## config.mk

```make
export PLATFORM = sky130hd
export DESIGN_NAME = memory_stage
export DESIGN_NICKNAME = d
export VERILOG_FILES = /design/src/rtl/memory_stage.sv
export SDC_FILE = /design/constraint.sdc
export NUM_CORES = 1
export LEC_CHECK = 0
export ABC_AREA = 1
export CAP_MARGIN = 5
export CORE_MARGIN = 3
export CORE_UTILIZATION = 48
export CTS_BUF_LIST = sky130_fd_sc_hd__clkbuf_8
export DETAILED_ROUTE_END_ITERATION = 10
export PLACE_DENSITY = 0.81
export SYNTH_ARGS = -nofsm -noshare
export SYNTH_HDL_FRONTEND = slang
export SYNTH_SLANG_ARGS = --single-unit
```

## constraint.sdc

```tcl
create_clock -name clk -period 2.7 [get_ports clk]
set_clock_uncertainty 0.15 [all_clocks]
set_input_delay 0.54 -clock clk [delete_from_list [all_inputs] [get_ports clk]]
set_output_delay 0.54 -clock clk [all_outputs]
set_load 0.03 [all_outputs]
```

## src/rtl/memory_stage.sv

```systemverilog
// memory_stage: memory-access stage between execute and writeback.
// Accepts one execute instruction per handshake, issues at most one data-memory
// access (load, store, push or pop), maintains the stack pointer and registers
// the 58-bit MEM/WB bundle. Loads and pops spend one WAIT cycle on the read.
// Ports:
//   clk, rst_n                 clock, synchronous active-low reset
//   ex_valid / in_ready        execute handshake
//   ex_alu, ex_sdata,
//   ex_inport, ex_rdst, ex_ctl execute payload; ex_ctl = {rd,wr,push,pop,in,out,wb_en}
//   flush                      kill the instruction accepted / in flight
//   mem_addr, mem_re, mem_we,
//   mem_wdata, mem_rdata       synchronous data memory (rdata one cycle after re)
//   mw_bundle, mw_valid        {inport,rdata,alu,rdst,ctl} to writeback
//   stack_fault                sticky push-overflow / pop-underflow flag
module memory_stage #(
  parameter int unsigned ADDR_W = 11
) (
  input  logic              clk,
  input  logic              rst_n,
  input  logic              ex_valid,
  output logic              in_ready,
  input  logic [15:0]       ex_alu,
  input  logic [15:0]       ex_sdata,
  input  logic [15:0]       ex_inport,
  input  logic [2:0]        ex_rdst,
  input  logic [6:0]        ex_ctl,
  input  logic              flush,
  output logic [ADDR_W-1:0] mem_addr,
  output logic              mem_re,
  output logic              mem_we,
  output logic [15:0]       mem_wdata,
  input  logic [15:0]       mem_rdata,
  output logic [57:0]       mw_bundle,
  output logic              mw_valid,
  output logic              stack_fault
);

  localparam logic              S_IDLE  = 1'b0;
  localparam logic              S_WAIT  = 1'b1;
  localparam logic [ADDR_W-1:0] SP_INIT = '1;

  logic              r_state,  w_state_nxt;
  logic [ADDR_W-1:0] r_sp,     w_sp_nxt;
  logic [57:0]       r_bundle, w_bundle_nxt;
  logic              r_valid,  w_valid_nxt;
  logic              r_fault,  w_fault_nxt;
  logic              w_hold_load;

  // Fields of an accepted load/pop, held across the WAIT cycle
  logic [15:0] r_h_inport;
  logic [15:0] r_h_alu;
  logic [2:0]  r_h_rdst;
  logic [6:0]  r_h_ctl;

  logic       w_accept, w_go;
  logic       w_is_rd, w_is_wr, w_is_push, w_is_pop;
  logic       w_fault, w_read_op;
  logic [6:0] w_ctl, w_ctl_wb;

  assign in_ready = rst_n & (r_state == S_IDLE);
  assign w_accept = ex_valid & in_ready;
  assign w_go     = w_accept & ~flush;

  // Single memory op by priority: read > write > push > pop
  assign w_is_rd   = ex_ctl[6];
  assign w_is_wr   = ex_ctl[5] & ~ex_ctl[6];
  assign w_is_push = ex_ctl[4] & ~ex_ctl[5] & ~ex_ctl[6];
  assign w_is_pop  = ex_ctl[3] & ~ex_ctl[4] & ~ex_ctl[5] & ~ex_ctl[6];
  assign w_ctl     = {w_is_rd, w_is_wr, w_is_push, w_is_pop, ex_ctl[2:0]};

  // A faulting push/pop becomes a no-op whose writeback is suppressed
  assign w_fault   = (w_is_push & (r_sp == '0)) | (w_is_pop & (r_sp == SP_INIT));
  assign w_ctl_wb  = w_fault ? {w_ctl[6:1], 1'b0} : w_ctl;
  assign w_read_op = w_is_rd | (w_is_pop & ~w_fault);

  // Memory strobes are combinational and live only in the accept cycle
  assign mem_re    = w_go & w_read_op;
  assign mem_we    = w_go & (w_is_wr | (w_is_push & ~w_fault));
  assign mem_wdata = ex_sdata;

  always_comb begin
    mem_addr = ex_alu[ADDR_W-1:0];
    if (w_is_push)     mem_addr = r_sp;
    else if (w_is_pop) mem_addr = r_sp + ADDR_W'(1);
  end

  // Next-state and registered-output logic
  always_comb begin
    w_state_nxt  = r_state;
    w_sp_nxt     = r_sp;
    w_bundle_nxt = '0;
    w_valid_nxt  = 1'b0;
    w_fault_nxt  = r_fault;
    w_hold_load  = 1'b0;
    case (r_state)
      S_IDLE: begin
        if (w_go) begin
          if (w_read_op) begin
            w_state_nxt = S_WAIT;
            w_hold_load = 1'b1;
          end else begin
            w_bundle_nxt = {ex_inport, 16'h0000, ex_alu, ex_rdst, w_ctl_wb};
            w_valid_nxt  = 1'b1;
            if (w_is_push && !w_fault) w_sp_nxt = r_sp - ADDR_W'(1);
            if (w_fault) w_fault_nxt = 1'b1;
          end
        end
      end
      S_WAIT: begin
        w_state_nxt = S_IDLE;
        if (!flush) begin
          w_bundle_nxt = {r_h_inport, mem_rdata, r_h_alu, r_h_rdst, r_h_ctl};
          w_valid_nxt  = 1'b1;
          // Pop commits its SP increment only here
          if (r_h_ctl[3]) w_sp_nxt = r_sp + ADDR_W'(1);
        end
      end
      default: w_state_nxt = S_IDLE;
    endcase
  end

  // State register
  always_ff @(posedge clk) begin
    if (!rst_n) begin
      r_state    <= S_IDLE;
      r_sp       <= SP_INIT;
      r_bundle   <= '0;
      r_valid    <= 1'b0;
      r_fault    <= 1'b0;
      r_h_inport <= '0;
      r_h_alu    <= '0;
      r_h_rdst   <= '0;
      r_h_ctl    <= '0;
    end else begin
      r_state  <= w_state_nxt;
      r_sp     <= w_sp_nxt;
      r_bundle <= w_bundle_nxt;
      r_valid  <= w_valid_nxt;
      r_fault  <= w_fault_nxt;
      if (w_hold_load) begin
        r_h_inport <= ex_inport;
        r_h_alu    <= ex_alu;
        r_h_rdst   <= ex_rdst;
        r_h_ctl    <= w_ctl;
      end
    end
  end

  assign mw_bundle   = r_bundle;
  assign mw_valid    = r_valid;
  assign stack_fault = r_fault;

endmodule

```

Word-level counts from Yosys, hierarchy flattened
Index checks and enable logic that the tools add are counted.
{"block": "op_classes", "addsub": 2, "mux": 21, "n_eq_ne": 6, "bitwise": 25, "reduce_logical": 5}
{"cell": "2-to-1 mux 58 bit", "n": 3}
{"cell": "one-hot mux 58 bit (2 select lines)", "n": 1}
{"cell": "2-to-1 mux 11 bit", "n": 7}
{"cell": "one-hot mux 11 bit (2 select lines)", "n": 1}
{"cell": "bitwise AND 1 bit", "n": 15}
{"cell": "adder 11 x 1 -> 11 bit (second input constant)", "n": 1}
{"cell": "equality test 11 bit (second input constant)", "n": 1}
{"cell": "logical NOT 11 bit", "n": 1}
{"cell": "subtractor 11 x 1 -> 11 bit (second input constant)", "n": 1}
{"cell": "2-to-1 mux 1 bit", "n": 7}
{"cell": "NOT 1 bit", "n": 7}
{"cell": "inequality test 2 bit (second input constant)", "n": 3}
{"cell": "AND reduction 5 bit", "n": 1}
{"cell": "inequality test 2 x 1 -> 1 bit (second input constant)", "n": 2}
{"cell": "one-hot mux 1 bit (2 select lines)", "n": 2}
{"cell": "AND reduction 4 bit", "n": 1}
{"cell": "bitwise OR 1 bit", "n": 3}
{"cell": "logical AND 1 bit", "n": 1}
{"cell": "logical NOT 1 bit", "n": 1}
{"block": "totals", "reg_bits": 114, "elab_cells": 68}

Depth between registers and ports, before layout
{"block": "depth", "depth_word": 12, "depth_mapped": 13, "depth_no_buf": 11}

Worst setup path before layout
No wires, ideal clock.
{"block": "synth_timing", "path_type": "input -> output", "startpoint": "input rst_n", "endpoint": "output mem_re", "path_stages": 8, "setup_slack_ns": 0.027, "path_buffers": 2, "arrival_time_ns": 1.983, "cell_sequence": "buf_4 -> inv_2 -> nor2_1 -> nand3_1 -> inv_2 -> nand2_2 -> inv_2 -> buf_2"}
{"block": "synth_between", "elab_chain_len": 4}
{"element": "start: declaration", "line": "19", "text": "input logic rst_n,"}
{"element": "bitwise AND 1 bit", "line": "60", "text": "assign in_ready = rst_n & (r_state == S_IDLE);"}
{"element": "via in_ready", "line": "21", "text": "output logic in_ready,"}
{"element": "bitwise AND 1 bit", "line": "61", "text": "assign w_accept = ex_valid & in_ready;"}
{"element": "bitwise AND 1 bit", "line": "62", "text": "assign w_go = w_accept & ~flush;"}
{"element": "bitwise AND 1 bit", "line": "77", "text": "assign mem_re = w_go & w_read_op;"}
{"element": "end: declaration", "line": "29", "text": "output logic mem_re,"}
The timed path passes the listed nets, and every way through them passes these cells.

Worst setup path after layout
{"block": "layout_timing", "startpoint": "input ex_ctl[3]", "endpoint": "output mem_addr[3]"}
{"block": "layout_between", "elab_chain_len": 5}
{"element": "start: declaration", "line": "26", "text": "input logic [6:0] ex_ctl,"}
{"element": "bitwise AND 1 bit (3 in a row)", "line": "68", "text": "assign w_is_pop = ex_ctl[3] & ~ex_ctl[4] & ~ex_ctl[5] & ~ex_ctl[6];"}
{"element": "2-to-1 mux 11 bit", "line": "84", "text": "else if (w_is_pop) mem_addr = r_sp + ADDR_W'(1);"}
{"element": "2-to-1 mux 11 bit", "line": "83", "text": "if (w_is_push) mem_addr = r_sp;"}
{"element": "end: declaration", "line": "28", "text": "output logic [ADDR_W-1:0] mem_addr,"}
No other way between the ends.

==> summary by stage <==
Outcome
The run finished with clean final reports.

Clock network
The insertion delay to the later sink of the worst-skew pair is 0.42 ns. The CTS tree is yes. After clock tree synthesis, the clock-pin slew on the worst setup and hold paths is 0.07 ns.

CTS built an H-tree with a depth of 4. In this run the deepest clock path goes through 2 buffers. The sink count of the clock tree is 114. The library cell used as clock root buffer is sky130_fd_sc_hd__clkbuf_8. Counting the buffers created by CTS gives 17.

Finish
The share of layout cells above drive strength 1 is 15.2%. The finished layout holds 984 standard cells, fillers aside. 0 antenna diodes ended up in the layout. In the layout the commonest cells are 120 x sky130_fd_sc_hd__clkdlybuf4s50_1, 118 x sky130_fd_sc_hd__inv_1, 110 x sky130_fd_sc_hd__nor2_1. The most common cell after layout, fill and taps aside is sky130_fd_sc_hd__clkdlybuf4s50_1.

The utilization of the core after routing is 67.8%. The final layout contains 916 nets. With fillers left out, the area of the finished cells amounts to 7100 µm². The synthesis-to-layout area growth is 35.7%.

STA
The timing-limited maximum frequency is 379 MHz. The number of max-slew violations in the final report is 0. Setup violations remaining at the end of the flow were counted as 0. After layout, the minimum clock period comes to 2.64 ns.

The final cycle utilization of the critical path is 97.6%. The worst pin sits at a relative slew slack of 61.3%. The number of hold violations in the final report was 0. The transition time of the tightest slew-check pin is 0.581 ns.

Logic synthesis
The flip-flop cell with the highest count after synthesis is sky130_fd_sc_hd__dfxtp_1. Yosys attributes the largest share of cell area to sky130_fd_sc_hd__dfxtp_1 44%, sky130_fd_sc_hd__inv_1 8.7%, sky130_fd_sc_hd__nor2_1 8.2%, sky130_fd_sc_hd__nand2_1 7.9%, sky130_fd_sc_hd__nand3_1 6.8%. Dividing the synthesized area by the synthesized cell count gives 7.28 µm². In this run, distinct cell masters in the synthesized netlist total 30. After technology mapping, the gate count stands at 718. The cell area that synthesis handed to floorplanning was 5230 µm².

The top cell type by total area after synthesis is sky130_fd_sc_hd__dfxtp_1. Counting flops with a built-in enable in the synthesized netlist gives 0. The Yosys step of the flow raised 0 warnings. The share of the synthesized area in the top cell type is 43.6%.

The proportion of register bits with asynchronous set or reset after synthesis is 0%. The post-synthesis net count is 799. The post-synthesis sequential area ratio is 43.6%. The flop and latch count out of synthesis is 114.

Flow run
Across the run, the number of max-cap violations was 0.

Global routing
Across every metal layer, demand over resource in global routing totals 23.5%. The initial antenna violation count is 1. The via count of the first global-routing pass is 4659. Summed over all layers, the global routing overflow is 0. The first global-routing pass estimated 22400 µm of wire.

Entering global routing, the biggest net connects 53 pins.

Pwr
The leakage power is 3.19 nW. The power per standard cell area is 557 nW/µm². Cell internal power was estimated by the tool at 2.82 mW. Across the VDD grid, the largest voltage drop is 0.318 mV.

The share of total power consumed by net switching is 28.7%. Of the total power, combinational logic draws 13.1%. The clock network fraction of design power is 42.8%. The sequential share of power is 44.0%. The total net switching power is 1.13 mW.

Die
From bottom edge to top edge, the die measures 110 µm. The width of the die is 110 µm. 168 I/O pins were placed.

The starting density of the core is 50.0%. The die outline area is 12200 µm². The floorplan step defined a core boundary enclosing 10500 µm².

Row generation in the floorplan step produced 37 rows.

Route
For this block, the routed nets add up to 14100 µm of wire. The final route contains 4924 vias. In the routed layout, each cell is associated on average with a via count of 5.00.

In this run the remaining antenna-violating nets after routing total 0. The detailed-router iteration count before antenna repair is 4. For this run, design rule violations remaining after detail routing come to 0. The per-cell routed wire length is 14.4 µm.

The initial detailed-routing violation count is 303.

Min path
The number of cells on the worst hold path is 3. The type of the most critical hold path is primary input to register. The path with the worst hold slack has its endpoint at r_h_ctl[6]. The worst hold path begins at rst_n.

Critical path
The worst endpoint required time is 2.01 ns. At the worst endpoint, the arrival time is 1.95 ns. The highest net fanout along the worst path is 13.

The path depth of the worst reg2reg path is 12. In this run the critical register-to-register path is launched from r_sp[0]. The critical path class is primary input to output pin.

In this run the register-to-register setup slack is 0.53 ns. The endpoint identified for the worst register-to-register timing path is mw_bundle[16]. The element type at the critical path end is an output pin. The launching element type of the critical path is a primary input.

Placed design
The count of placed standard cells including taps is 951. The standard cell area after detailed placement is 6600 µm². Port buffering added 135 buffers. The final weighted congestion in routability-driven placement is 0.964. The estimated wirelength of the detail-placed design is 9920 µm.
## sequential cells by signal, summed over array words and instances (netlist names)
name,flops
mw_bundle,58
r_h_rdst,3
mw_valid,1
r_state,1
r_h_inport,16
r_h_ctl,7
r_h_alu,16
r_sp,11
stack_fault,1
## critical path, cell delays in order
cell and delay, ns:
sky130_fd_sc_hd__clkdlybuf4s50_1 0.49, sky130_fd_sc_hd__inv_2 0.06, sky130_fd_sc_hd__nor2_1 0.08, sky130_fd_sc_hd__nand2_1 0.11, sky130_fd_sc_hd__buf_4 0.21, sky130_fd_sc_hd__o221ai_1 0.24, sky130_fd_sc_hd__buf_4 0.21
## power groups by stage
stage	Sequential (mW)	Combinational (mW)	Clock [mW]
finish	1.74	0.519	1.69
global route	1.74	0.561	1.80
detailed placement	1.78	0.508	0
floorplan	1.80	0.313	0
CTS	1.74	0.514	1.73
global placement	1.78	0.500	0
## cells by family (layout without fill, tap and decap cells)
kind of cell / Yosys count / count (layout) / share of synthesized area (%)
AND/OR/NAND/NOR: 333 / 333 / 29.8
buffers and inverters: 185 / 315 / 16.2
flip-flops: 114 / 114 / 43.6
AO/OA/AOI/OAI: 78 / 78 / 8.81
XOR/XNOR: 5 / 5 / 0.838
adder cells (fa/ha/maj): 3 / 3 / 0.718
## cell usage after synthesis (6+ instances only)
cell type and number:
sky130_fd_sc_hd__inv_1 121, sky130_fd_sc_hd__dfxtp_1 114, sky130_fd_sc_hd__nor2_1 114, sky130_fd_sc_hd__nand2_1 110, sky130_fd_sc_hd__nand3_1 71, sky130_fd_sc_hd__o22ai_1 48
sky130_fd_sc_hd__buf_4 24, sky130_fd_sc_hd__nand3_2 22, sky130_fd_sc_hd__o21ai_0 18, sky130_fd_sc_hd__buf_2 15, sky130_fd_sc_hd__clkbuf_1 14, sky130_fd_sc_hd__a21oi_1 9
sky130_fd_sc_hd__inv_2 6
## timing repair
action                                  in CTS  in global routing
hold buffers                                 0                  0
pin swaps                                    0                  2
setup buffers                                0                  1
gates cloned                                 0                  0
gates resized for setup                     12                 16
endpoints found under the setup margin       8                  8
## stage by stage
step | TNS (ns) | worst slack [ns] | total power, mW | hold WS (ns)
floorplan | 0 | 0.0271 | 2.11 | 0.258
global placement | 0 | 0.00207 | 2.28 | 0.270
detailed placement | -0.0189 | -0.0189 | 2.29 | 0.269
CTS | 0 | 0.0137 | 3.98 | 0.257
global route | -0.000549 | -0.000549 | 4.11 | 0.278
finish | 0 | 0.0645 | 3.95 | 0.275
## how the worst max path moves through the flow
stage | end | slack (ns) | startpoint
2_1_floorplan | mem_re | 0.03 | rst_n
3_3_place_gp | mem_addr[9] | 0.002 | ex_ctl[3]
3_5_place_dp | mem_addr[7] | -0.02 | ex_ctl[3]
4_1_cts | mem_addr[10] | 0.01 | r_sp[7]
5_1_grt | mem_addr[9] | -0.0005 | r_sp[2]
6_report | mem_addr[3] | 0.06 | ex_ctl[3]
## routing by layer
layer | vias up | part of all wire (%) | global-route usage (%)
met5 | - | 0.092 | 0
met1 | 2256 | 42 | 29.8
met2 | 169 | 49 | 39.1
met3 | 24 | 7.0 | 5.30
met4 | 2 | 1.5 | 8.80
li1 | 2473 | - | -
## area by class of cell
cell class / count / area (µm²)
fillers: 915 / 3370
well taps: 136 / 170
clock inverters: 15 / 184
flip-flops and latches: 114 / 2290
inverters: 127 / 477
clock buffers: 17 / 234
repair buffers: 156 / 1580
multi-input cells: 419 / 2160
Note: power is estimated with default switching activity, not from simulation.
